[src/rtl/channel_noise_inject_pkg.sv]
// Shared widths, default LFSR constants and the channel noise rule used by
// the noisy-channel model between the convolutional encoder and Viterbi decoder.
package channel_noise_inject_pkg;

  localparam int SYM_W = 2;
  localparam int ERR_W = 8;

  localparam logic [ERR_W-1:0] DEF_SEED = 8'hA5;
  localparam logic [ERR_W-1:0] DEF_TAPS = 8'hB8;

  // The low bits of the error draw flip the symbol only when the draw falls under the threshold.
  function automatic logic [SYM_W-1:0] noise_rule(input logic [ERR_W-1:0] e,
                                                  input logic [ERR_W-1:0] level);
    logic [SYM_W-1:0] n;
    if (e < level) begin
      n = e[SYM_W-1:0];
    end else begin
      n = {SYM_W{1'b0}};
    end
    return n;
  endfunction

endpackage

[src/rtl/channel_noise_inject_if.sv]
// Symbol stream, control and statistics bundle for channel_noise_inject.
// The master side feeds symbols and consumes the corrupted stream.
interface channel_noise_inject_if #(parameter int CNT_W = 16);
  import channel_noise_inject_pkg::*;

  logic [SYM_W-1:0] in_sym;
  logic             in_valid;
  logic             in_ready;
  logic [ERR_W-1:0] err_level;
  logic             seed_load;
  logic [ERR_W-1:0] seed;
  logic [SYM_W-1:0] out_sym;
  logic [SYM_W-1:0] out_noise;
  logic             out_valid;
  logic             out_ready;
  logic [CNT_W-1:0] sym_count;
  logic [CNT_W-1:0] err_count;

  modport master (
    output in_sym, in_valid, err_level, seed_load, seed, out_ready,
    input  in_ready, out_sym, out_noise, out_valid, sym_count, err_count
  );

  modport slave (
    input  in_sym, in_valid, err_level, seed_load, seed, out_ready,
    output in_ready, out_sym, out_noise, out_valid, sym_count, err_count
  );

endinterface

[src/rtl/channel_noise_inject_error_lfsr.sv]
// Galois LFSR producing one 8-bit error draw per accepted symbol.
// A zero load value falls back to SEED so the state can never lock up at zero.
module error_lfsr
  import channel_noise_inject_pkg::*;
#(
  parameter logic [ERR_W-1:0] SEED = DEF_SEED,
  parameter logic [ERR_W-1:0] TAPS = DEF_TAPS
) (
  input  logic             clk,
  input  logic             rst,
  input  logic             step,
  input  logic             load,
  input  logic [ERR_W-1:0] load_val,
  output logic [ERR_W-1:0] state
);

  logic [ERR_W-1:0] state_q;
  logic [ERR_W-1:0] state_d;

  always_comb begin
    state_d = state_q;
    if (load) begin
      state_d = (load_val == 8'h00) ? SEED : load_val;
    end else if (step) begin
      state_d = state_q[0] ? ((state_q >> 1) ^ TAPS) : (state_q >> 1);
    end else begin
      state_d = state_q;
    end
  end

  always_ff @(posedge clk or posedge rst) begin
    if (rst) begin
      state_q <= SEED;
    end else begin
      state_q <= state_d;
    end
  end

  assign state = state_q;

endmodule

[src/rtl/channel_noise_inject.sv]
// Noisy channel: corrupts each accepted symbol with an LFSR-driven error pattern,
// buffers {symbol, noise} in a small FIFO and keeps saturating BER statistics.
module channel_noise_inject
  import channel_noise_inject_pkg::*;
#(
  parameter logic [ERR_W-1:0] SEED       = DEF_SEED,
  parameter logic [ERR_W-1:0] TAPS       = DEF_TAPS,
  parameter int               FIFO_DEPTH = 4,
  parameter int               CNT_W      = 16
) (
  input logic                 clk,
  input logic                 rst,
  channel_noise_inject_if.slave bus
);

  localparam int PW = $clog2(FIFO_DEPTH);
  localparam int EW = 2 * SYM_W;

  logic [EW-1:0]    mem_q [FIFO_DEPTH];
  logic [PW-1:0]    wr_ptr_q;
  logic [PW-1:0]    rd_ptr_q;
  logic [PW:0]      count_q;
  logic [PW:0]      count_d;
  logic [CNT_W-1:0] sym_cnt_q;
  logic [CNT_W-1:0] sym_cnt_d;
  logic [CNT_W-1:0] err_cnt_q;
  logic [CNT_W-1:0] err_cnt_d;

  logic [ERR_W-1:0] lfsr_s;
  logic [SYM_W-1:0] noise_s;
  logic             full_s;
  logic             empty_s;
  logic             push_s;
  logic             pop_s;

  error_lfsr #(.SEED(SEED), .TAPS(TAPS)) u_lfsr (
    .clk      (clk),
    .rst      (rst),
    .step     (push_s),
    .load     (bus.seed_load),
    .load_val (bus.seed),
    .state    (lfsr_s)
  );

  assign full_s       = (count_q == (PW+1)'(FIFO_DEPTH));
  assign empty_s      = (count_q == '0);
  assign bus.in_ready = !full_s && !bus.seed_load;
  assign push_s       = bus.in_valid && bus.in_ready;
  assign pop_s        = !empty_s && bus.out_ready;
  assign noise_s      = noise_rule(lfsr_s, bus.err_level);

  always_comb begin
    count_d   = count_q;
    sym_cnt_d = sym_cnt_q;
    err_cnt_d = err_cnt_q;
    case ({push_s, pop_s})
      2'b10:   count_d = count_q + (PW+1)'(1);
      2'b01:   count_d = count_q - (PW+1)'(1);
      default: count_d = count_q;
    endcase
    if (push_s && (sym_cnt_q != '1)) begin
      sym_cnt_d = sym_cnt_q + CNT_W'(1);
    end else begin
      sym_cnt_d = sym_cnt_q;
    end
    if (push_s && (noise_s != 2'b00) && (err_cnt_q != '1)) begin
      err_cnt_d = err_cnt_q + CNT_W'(1);
    end else begin
      err_cnt_d = err_cnt_q;
    end
  end

  // Entries are cleared on reset so the head reads as zero while empty.
  always_ff @(posedge clk or posedge rst) begin
    if (rst) begin
      for (int i = 0; i < FIFO_DEPTH; i++) begin
        mem_q[i] <= '0;
      end
      wr_ptr_q  <= '0;
      rd_ptr_q  <= '0;
      count_q   <= '0;
      sym_cnt_q <= '0;
      err_cnt_q <= '0;
    end else begin
      if (push_s) begin
        mem_q[wr_ptr_q] <= {bus.in_sym ^ noise_s, noise_s};
        wr_ptr_q        <= wr_ptr_q + PW'(1);
      end
      if (pop_s) begin
        rd_ptr_q <= rd_ptr_q + PW'(1);
      end
      count_q   <= count_d;
      sym_cnt_q <= sym_cnt_d;
      err_cnt_q <= err_cnt_d;
    end
  end

  assign bus.out_valid = !empty_s;
  assign bus.out_sym   = mem_q[rd_ptr_q][EW-1:SYM_W];
  assign bus.out_noise = mem_q[rd_ptr_q][SYM_W-1:0];
  assign bus.sym_count = sym_cnt_q;
  assign bus.err_count = err_cnt_q;

endmodule

[src/flat_wrapper.sv]
// flat-port wrapper written by rule: the top's interface ports become plain ports
module channel_noise_inject_flat import channel_noise_inject_pkg::*;
#(
  parameter logic [ERR_W-1:0] SEED       = DEF_SEED,
  parameter logic [ERR_W-1:0] TAPS       = DEF_TAPS,
  parameter int               FIFO_DEPTH = 4,
  parameter int               CNT_W      = 16
)
  (clk, rst, bus_in_sym, bus_in_valid, bus_err_level, bus_seed_load, bus_seed, bus_out_ready, bus_in_ready, bus_out_sym, bus_out_noise, bus_out_valid, bus_sym_count, bus_err_count);
  channel_noise_inject_if #(.CNT_W(CNT_W)) bus_i ();
  input logic clk;
  input logic rst;
  input wire logic [$bits(bus_i.in_sym)-1:0] bus_in_sym;
  input wire logic [$bits(bus_i.in_valid)-1:0] bus_in_valid;
  input wire logic [$bits(bus_i.err_level)-1:0] bus_err_level;
  input wire logic [$bits(bus_i.seed_load)-1:0] bus_seed_load;
  input wire logic [$bits(bus_i.seed)-1:0] bus_seed;
  input wire logic [$bits(bus_i.out_ready)-1:0] bus_out_ready;
  output wire logic [$bits(bus_i.in_ready)-1:0] bus_in_ready;
  output wire logic [$bits(bus_i.out_sym)-1:0] bus_out_sym;
  output wire logic [$bits(bus_i.out_noise)-1:0] bus_out_noise;
  output wire logic [$bits(bus_i.out_valid)-1:0] bus_out_valid;
  output wire logic [$bits(bus_i.sym_count)-1:0] bus_sym_count;
  output wire logic [$bits(bus_i.err_count)-1:0] bus_err_count;
  assign bus_i.in_sym = bus_in_sym;
  assign bus_i.in_valid = bus_in_valid;
  assign bus_i.err_level = bus_err_level;
  assign bus_i.seed_load = bus_seed_load;
  assign bus_i.seed = bus_seed;
  assign bus_i.out_ready = bus_out_ready;
  assign bus_in_ready = bus_i.in_ready;
  assign bus_out_sym = bus_i.out_sym;
  assign bus_out_noise = bus_i.out_noise;
  assign bus_out_valid = bus_i.out_valid;
  assign bus_sym_count = bus_i.sym_count;
  assign bus_err_count = bus_i.err_count;
  channel_noise_inject #(.SEED(SEED), .TAPS(TAPS), .FIFO_DEPTH(FIFO_DEPTH), .CNT_W(CNT_W)) u_core (.clk(clk), .rst(rst), .bus(bus_i));
endmodule
[config.mk]
export PLATFORM = sky130hd
export DESIGN_NAME = channel_noise_inject_flat
export DESIGN_NICKNAME = d
export VERILOG_FILES = /design/src/rtl/channel_noise_inject_pkg.sv /design/src/rtl/channel_noise_inject_if.sv /design/src/rtl/channel_noise_inject_error_lfsr.sv /design/src/rtl/channel_noise_inject.sv /design/src/flat_wrapper.sv
export SDC_FILE = /design/constraint.sdc
export NUM_CORES = 1
export LEC_CHECK = 0
export CAP_MARGIN = 25
export CORE_MARGIN = 8
export CORE_UTILIZATION = 52
export CTS_BUF_LIST = sky130_fd_sc_hd__clkbuf_16
export DETAILED_ROUTE_END_ITERATION = 10
export PLACE_DENSITY = 0.77
export SYNTH_ARGS = -nofsm -noshare
export SYNTH_HDL_FRONTEND = slang
export SYNTH_SLANG_ARGS = --single-unit
export TNS_END_PERCENT = 30
[constraint.sdc]
create_clock -name clk -period 2.64 [get_ports clk]
set_clock_uncertainty 0.2 [all_clocks]
set_input_delay 0.528 -clock clk [delete_from_list [all_inputs] [get_ports clk]]
set_output_delay 0.528 -clock clk [all_outputs]
set_load 0.01 [all_outputs]
==> tab_implementation.tex <==
\begin{tabular}{lr}
\hline
Metric & Value \\
\hline
\multicolumn{2}{l}{\textbf{Placed design}} \\
\quad Standard cell area after detailed placement & 4021 sq um \\
\quad Placed wire-length estimate after detailed placement & between 5000 and 6000 um \\
\quad Total of buffers placed on input and output ports & 60 \\
\quad Global placer's final weighted congestion & around 0.82 \\
\multicolumn{2}{l}{\textbf{Global routing}} \\
\quad Via count of the first global-routing pass & around 2600 \\
\quad Maximum number of pins on one net before global-route repair & 64 \\
\quad Wire length of the first global-routing pass & about 12000 um \\
\quad Number of antenna violations at the first check in global routing & 0 \\
\quad Remaining global-route overflow & 0 \\
\quad Total routing resource utilization after global routing & roughly 17\% \\
\multicolumn{2}{l}{\textbf{Timing}} \\
\quad Worst slew margin relative to its limit & just under 70\% \\
\quad \# setup viols final & 0 \\
\quad Total count of max-transition violations in the final report & 0 \\
\quad Upper clock frequency limit & $\sim$0.39 GHz \\
\quad Final critical-path share of the clock period & a little over nine tenths \\
\quad Clock period minus worst slack & 2548 ps \\
\quad Transition at the pin with the smallest max-transition slack & between 400 and 500 ps \\
\quad Setup repair after global routing missed its margin & false \\
\quad Final-layout worst hold slack & approximately 280 ps \\
\quad Fin. Hold Viols & 0 \\
\multicolumn{2}{l}{\textbf{Critical path}} \\
\quad Cell count of the worst reg-to-reg path & 9 \\
\quad Sequence of cells on the critical path & mux4\_2 -> clkdlybuf4s50\_1 \\
\quad Worst stage delay on the critical path & around 530 ps \\
\quad CP Capture Type & primary output \\
\quad Crit Reg-Reg Endpoint & u\_core.count\_q[2]\$\_DFFE\_PP0P\_ \\
\quad Cell with the biggest individual delay on the critical path & mux4\_2 \\
\quad Startpoint types & flop \\
\quad Arrival time worst endpoint & roughly 1800 ps \\
\quad Crit Path Category & flop to primary output \\
\quad Category of cells accounting for the largest share of critical-path delay & multiplexers \\
\quad Max FO, Critical Path & 6 \\
\quad Worst endpoint required time & 1910 ps \\
\quad Crit path from & u\_core.rd\_ptr\_q[0]\$\_DFFE\_PP0P\_ \\
\quad Critical path buffers and inverters & 1 \\
\quad Crit Reg-Reg Startpoint & u\_core.count\_q[0]\$\_DFFE\_PP0P\_ \\
\quad Worst setup slack for register-to-register paths & roughly 230 ps \\
\multicolumn{2}{l}{\textbf{Yosys}} \\
\quad Post-synthesis cell area & about 3300 sq um \\
\quad Synth area leaders & dfrtp\_1, xnor2\_1, ha\_1, nand2\_1, o21ai\_0 \\
\quad Number of storage elements in the synthesis netlist & 63 \\
\quad Net count of the mapped netlist & 350 \\
\quad Top cell type by total area after synthesis & dfrtp\_1 \\
\quad Yosys cell types & 44 \\
\quad Top cell type's share of synthesized area & 45.26\% \\
\quad Syn\_area\_per\_cell & roughly 10 sq um \\
\quad Synth warnings & 0 \\
\quad Seq/Total Area, Yosys & around 48\% \\
\quad Syn Inst Count & 312 \\
\multicolumn{2}{l}{\textbf{Detailed routing}} \\
\quad Total Wirelength & 6980 um \\
\quad Detailed Route Iter0 Violations & roughly 120 \\
\quad Via Count & between 2000 and 3000 \\
\quad Count of antenna-violating nets left after detailed routing & 0 \\
\quad Length of the first detailed-routing pass in iterations & 4 \\
\quad DR vias/cell & 5.525 \\
\quad Residual DRC & 0 \\
\quad Routed wirelength normalized by instance count & 14.88 um \\
\multicolumn{2}{l}{\textbf{Power}} \\
\quad Static leakage & 0.001883 uW \\
\quad VDD IR max & roughly 0.00065 V \\
\quad Power density of the placed cells & roughly 900 nW/um\^{}2 \\
\multicolumn{2}{l}{\textbf{Clock tree}} \\
\quad Clock latency on the worst-skew pair & between 300 and 400 ps \\
\quad Clock Sinks & 63 \\
\quad TritonCTS clock tree & yes \\
\quad Root Buffer Master & clkbuf\_16 \\
\quad Number of post-CTS setup repair buffers & 0 \\
\quad Reg clk slew, reported paths & 50 ps \\
\quad Inserted Clock Buffers & 9 \\
\quad \# hold bufs at CTS & 0 \\
\quad H-tree Lvls & 3 \\
\quad Number of resized instances in the post-cts repair step & 1 \\
\quad Clock Tree Buf Depth & 2 \\
\multicolumn{2}{l}{\textbf{Floorplan}} \\
\quad Area of the die & a little over 9000 sq um \\
\quad Number of placed I/O pins & 61 \\
\quad Die extent in y & between 90 and 100 um \\
\quad Starting utilization of the core area & 52.57\% \\
\quad Horiz. Die Dim & about 95 um \\
\quad Core area & between 6000 and 7000 sq um \\
\quad Number of rows in the core area & 29 \\
\multicolumn{2}{l}{\textbf{Run status}} \\
\quad Status & completed \\
\multicolumn{2}{l}{\textbf{Job}} \\
\quad Number of violations of the max-capacitance limit & 0 \\
\multicolumn{2}{l}{\textbf{Layout}} \\
\quad Synthesis-to-layout area growth & 32.18\% \\
\quad Layout cells sized above 1 & between 10\% and 20\% \\
\quad Antenna fix cells & 0 \\
\quad Final \#Nets & $\sim$430 \\
\quad Cell area after layout & 4312 sq um \\
\multicolumn{2}{l}{\textbf{Worst hold path}} \\
\quad Hold crit path type & flop to flop \\
\quad Hold path start & u\_core.count\_q[2]\$\_DFFE\_PP0P\_ \\
\quad End point of the most critical hold path & u\_core.count\_q[2]\$\_DFFE\_PP0P\_ \\
\quad WHS Path Cells & 1 \\
\hline
\end{tabular}
[report_power, final]
| part | leakage, uW | internal (uW) | switching (uW) |
|---|---|---|---|
| clock network | 0.000140 | 720 | 407 |
| logic | 0.000935 | 655 | 526 |
| registers | 0.000808 | 1240 | 269 |
| total | 0.00188 | 2610 | 1200 |
[cells in the final DEF (no fill, tap or decap), types with 4 or more instances in the layout]
master,synthesis,layout
xor2_1,11,11
nand4_1,11,11
inv_1,15,14
o21ai_0,23,23
dfrtp_1,59,58
a21oi_1,8,8
clkbuf_16,0,9
and3_1,9,9
dfstp_2,4,4
buf_4,0,8
xnor2_1,29,29
clkdlybuf4s50_1,0,60
nand2_1,42,42
nand3_1,18,18
ha_1,14,14
mux4_2,4,4
nor2_1,19,19
[worst max path at each step]
| stage | slack (ps) | to | depth (start not counted) |
|---|---|---|---|
| floorplan | 240 | u_core.count_q[2]$_DFFE_PP0P_ | 10 |
| global placement | -100 | u_core.mem_q[14]$_DFFE_PP0P_ | 8 |
| detailed placement | -160 | u_core.mem_q[2]$_DFFE_PP0P_ | 8 |
| CTS | 70 | bus_out_noise[0] | 2 |
| global route | 3 | bus_in_ready | 4 |
| finish | 90 | bus_out_noise[0] | 2 |
[final cells by class]
| class | count | area, sq um |
|---|---|---|
| timing repair buffer | 70 | 700.7 |
| fill | 474 | 1893 |
| tap | 77 | 96.34 |
| sequential | 63 | 1583 |
| clock inverter | 7 | 63.81 |
| clock buffer | 9 | 225.2 |
| multi-input combinational | 227 | 1578 |
| inverter | 16 | 65.06 |
[sequential cells by signal, summed over array words and instances (netlist names)]
name	count
u_core.bus.err_count	16
u_core.bus.sym_count	16
u_core.mem_q	16
u_core.u_lfsr.state	8
u_core.count_q	3
u_core.rd_ptr_q	2
u_core.wr_ptr_q	2
[synthesized netlist by cell type (all sizes together)]
library cell	instances
nor4b	1
a211oi	3
and3	9
nand2	43
nor2	19
a211o	2
o21ai	24
a22oi	1
or3b	1
nor2b	3
mux4	4
nand4	11
or4	1
dfstp	4
inv	16
and4	3
xnor2	29
a311oi	1
xor2	11
nand3	18
buf	4
nor3	4
a221o	2
mux2	2
clkbuf	2
and2	3
nor4	4
ha	14
mux2i	2
o211ai	1
fa	1
a21oi	9
dfrtp	59
or3	1
[metrics by stage]
step                      total power [uW]  TNS [ps]  setup slack [ps]  std cells  utilization, %
final                                 3816         0             91.65        469           69.49
after CTS                             3861         0             68.23        469           69.49
after floorplan                       2177         0             244.8        312               -
after detailed placement              2711     -2662            -158.6        453           64.81
after global placement                2663     -1346            -102.2        453           64.81
after global routing                  4072         0             2.994        469           69.49
[layer usage]
layer  track usage (%)  part of all wire [%]  vias up
met5                 0                     0        -
li1                  -                     -     1239
met4             6.632                   1.8        0
met1             20.84                    44     1253
met2             27.22                    49       82
met3             4.803                   5.6       17
[cell families after synthesis]
logic type / share of synthesized area, %
AND/OR/NAND/NOR: 19.72
flip-flops: 48.48
AO/OA/AOI/OAI: 7.749
XOR/XNOR: 10.74
buffers and inverters: 3.145
adder cells (fa/ha/maj): 5.984
multiplexers: 4.181
Note: power is estimated with default switching activity, not from simulation.
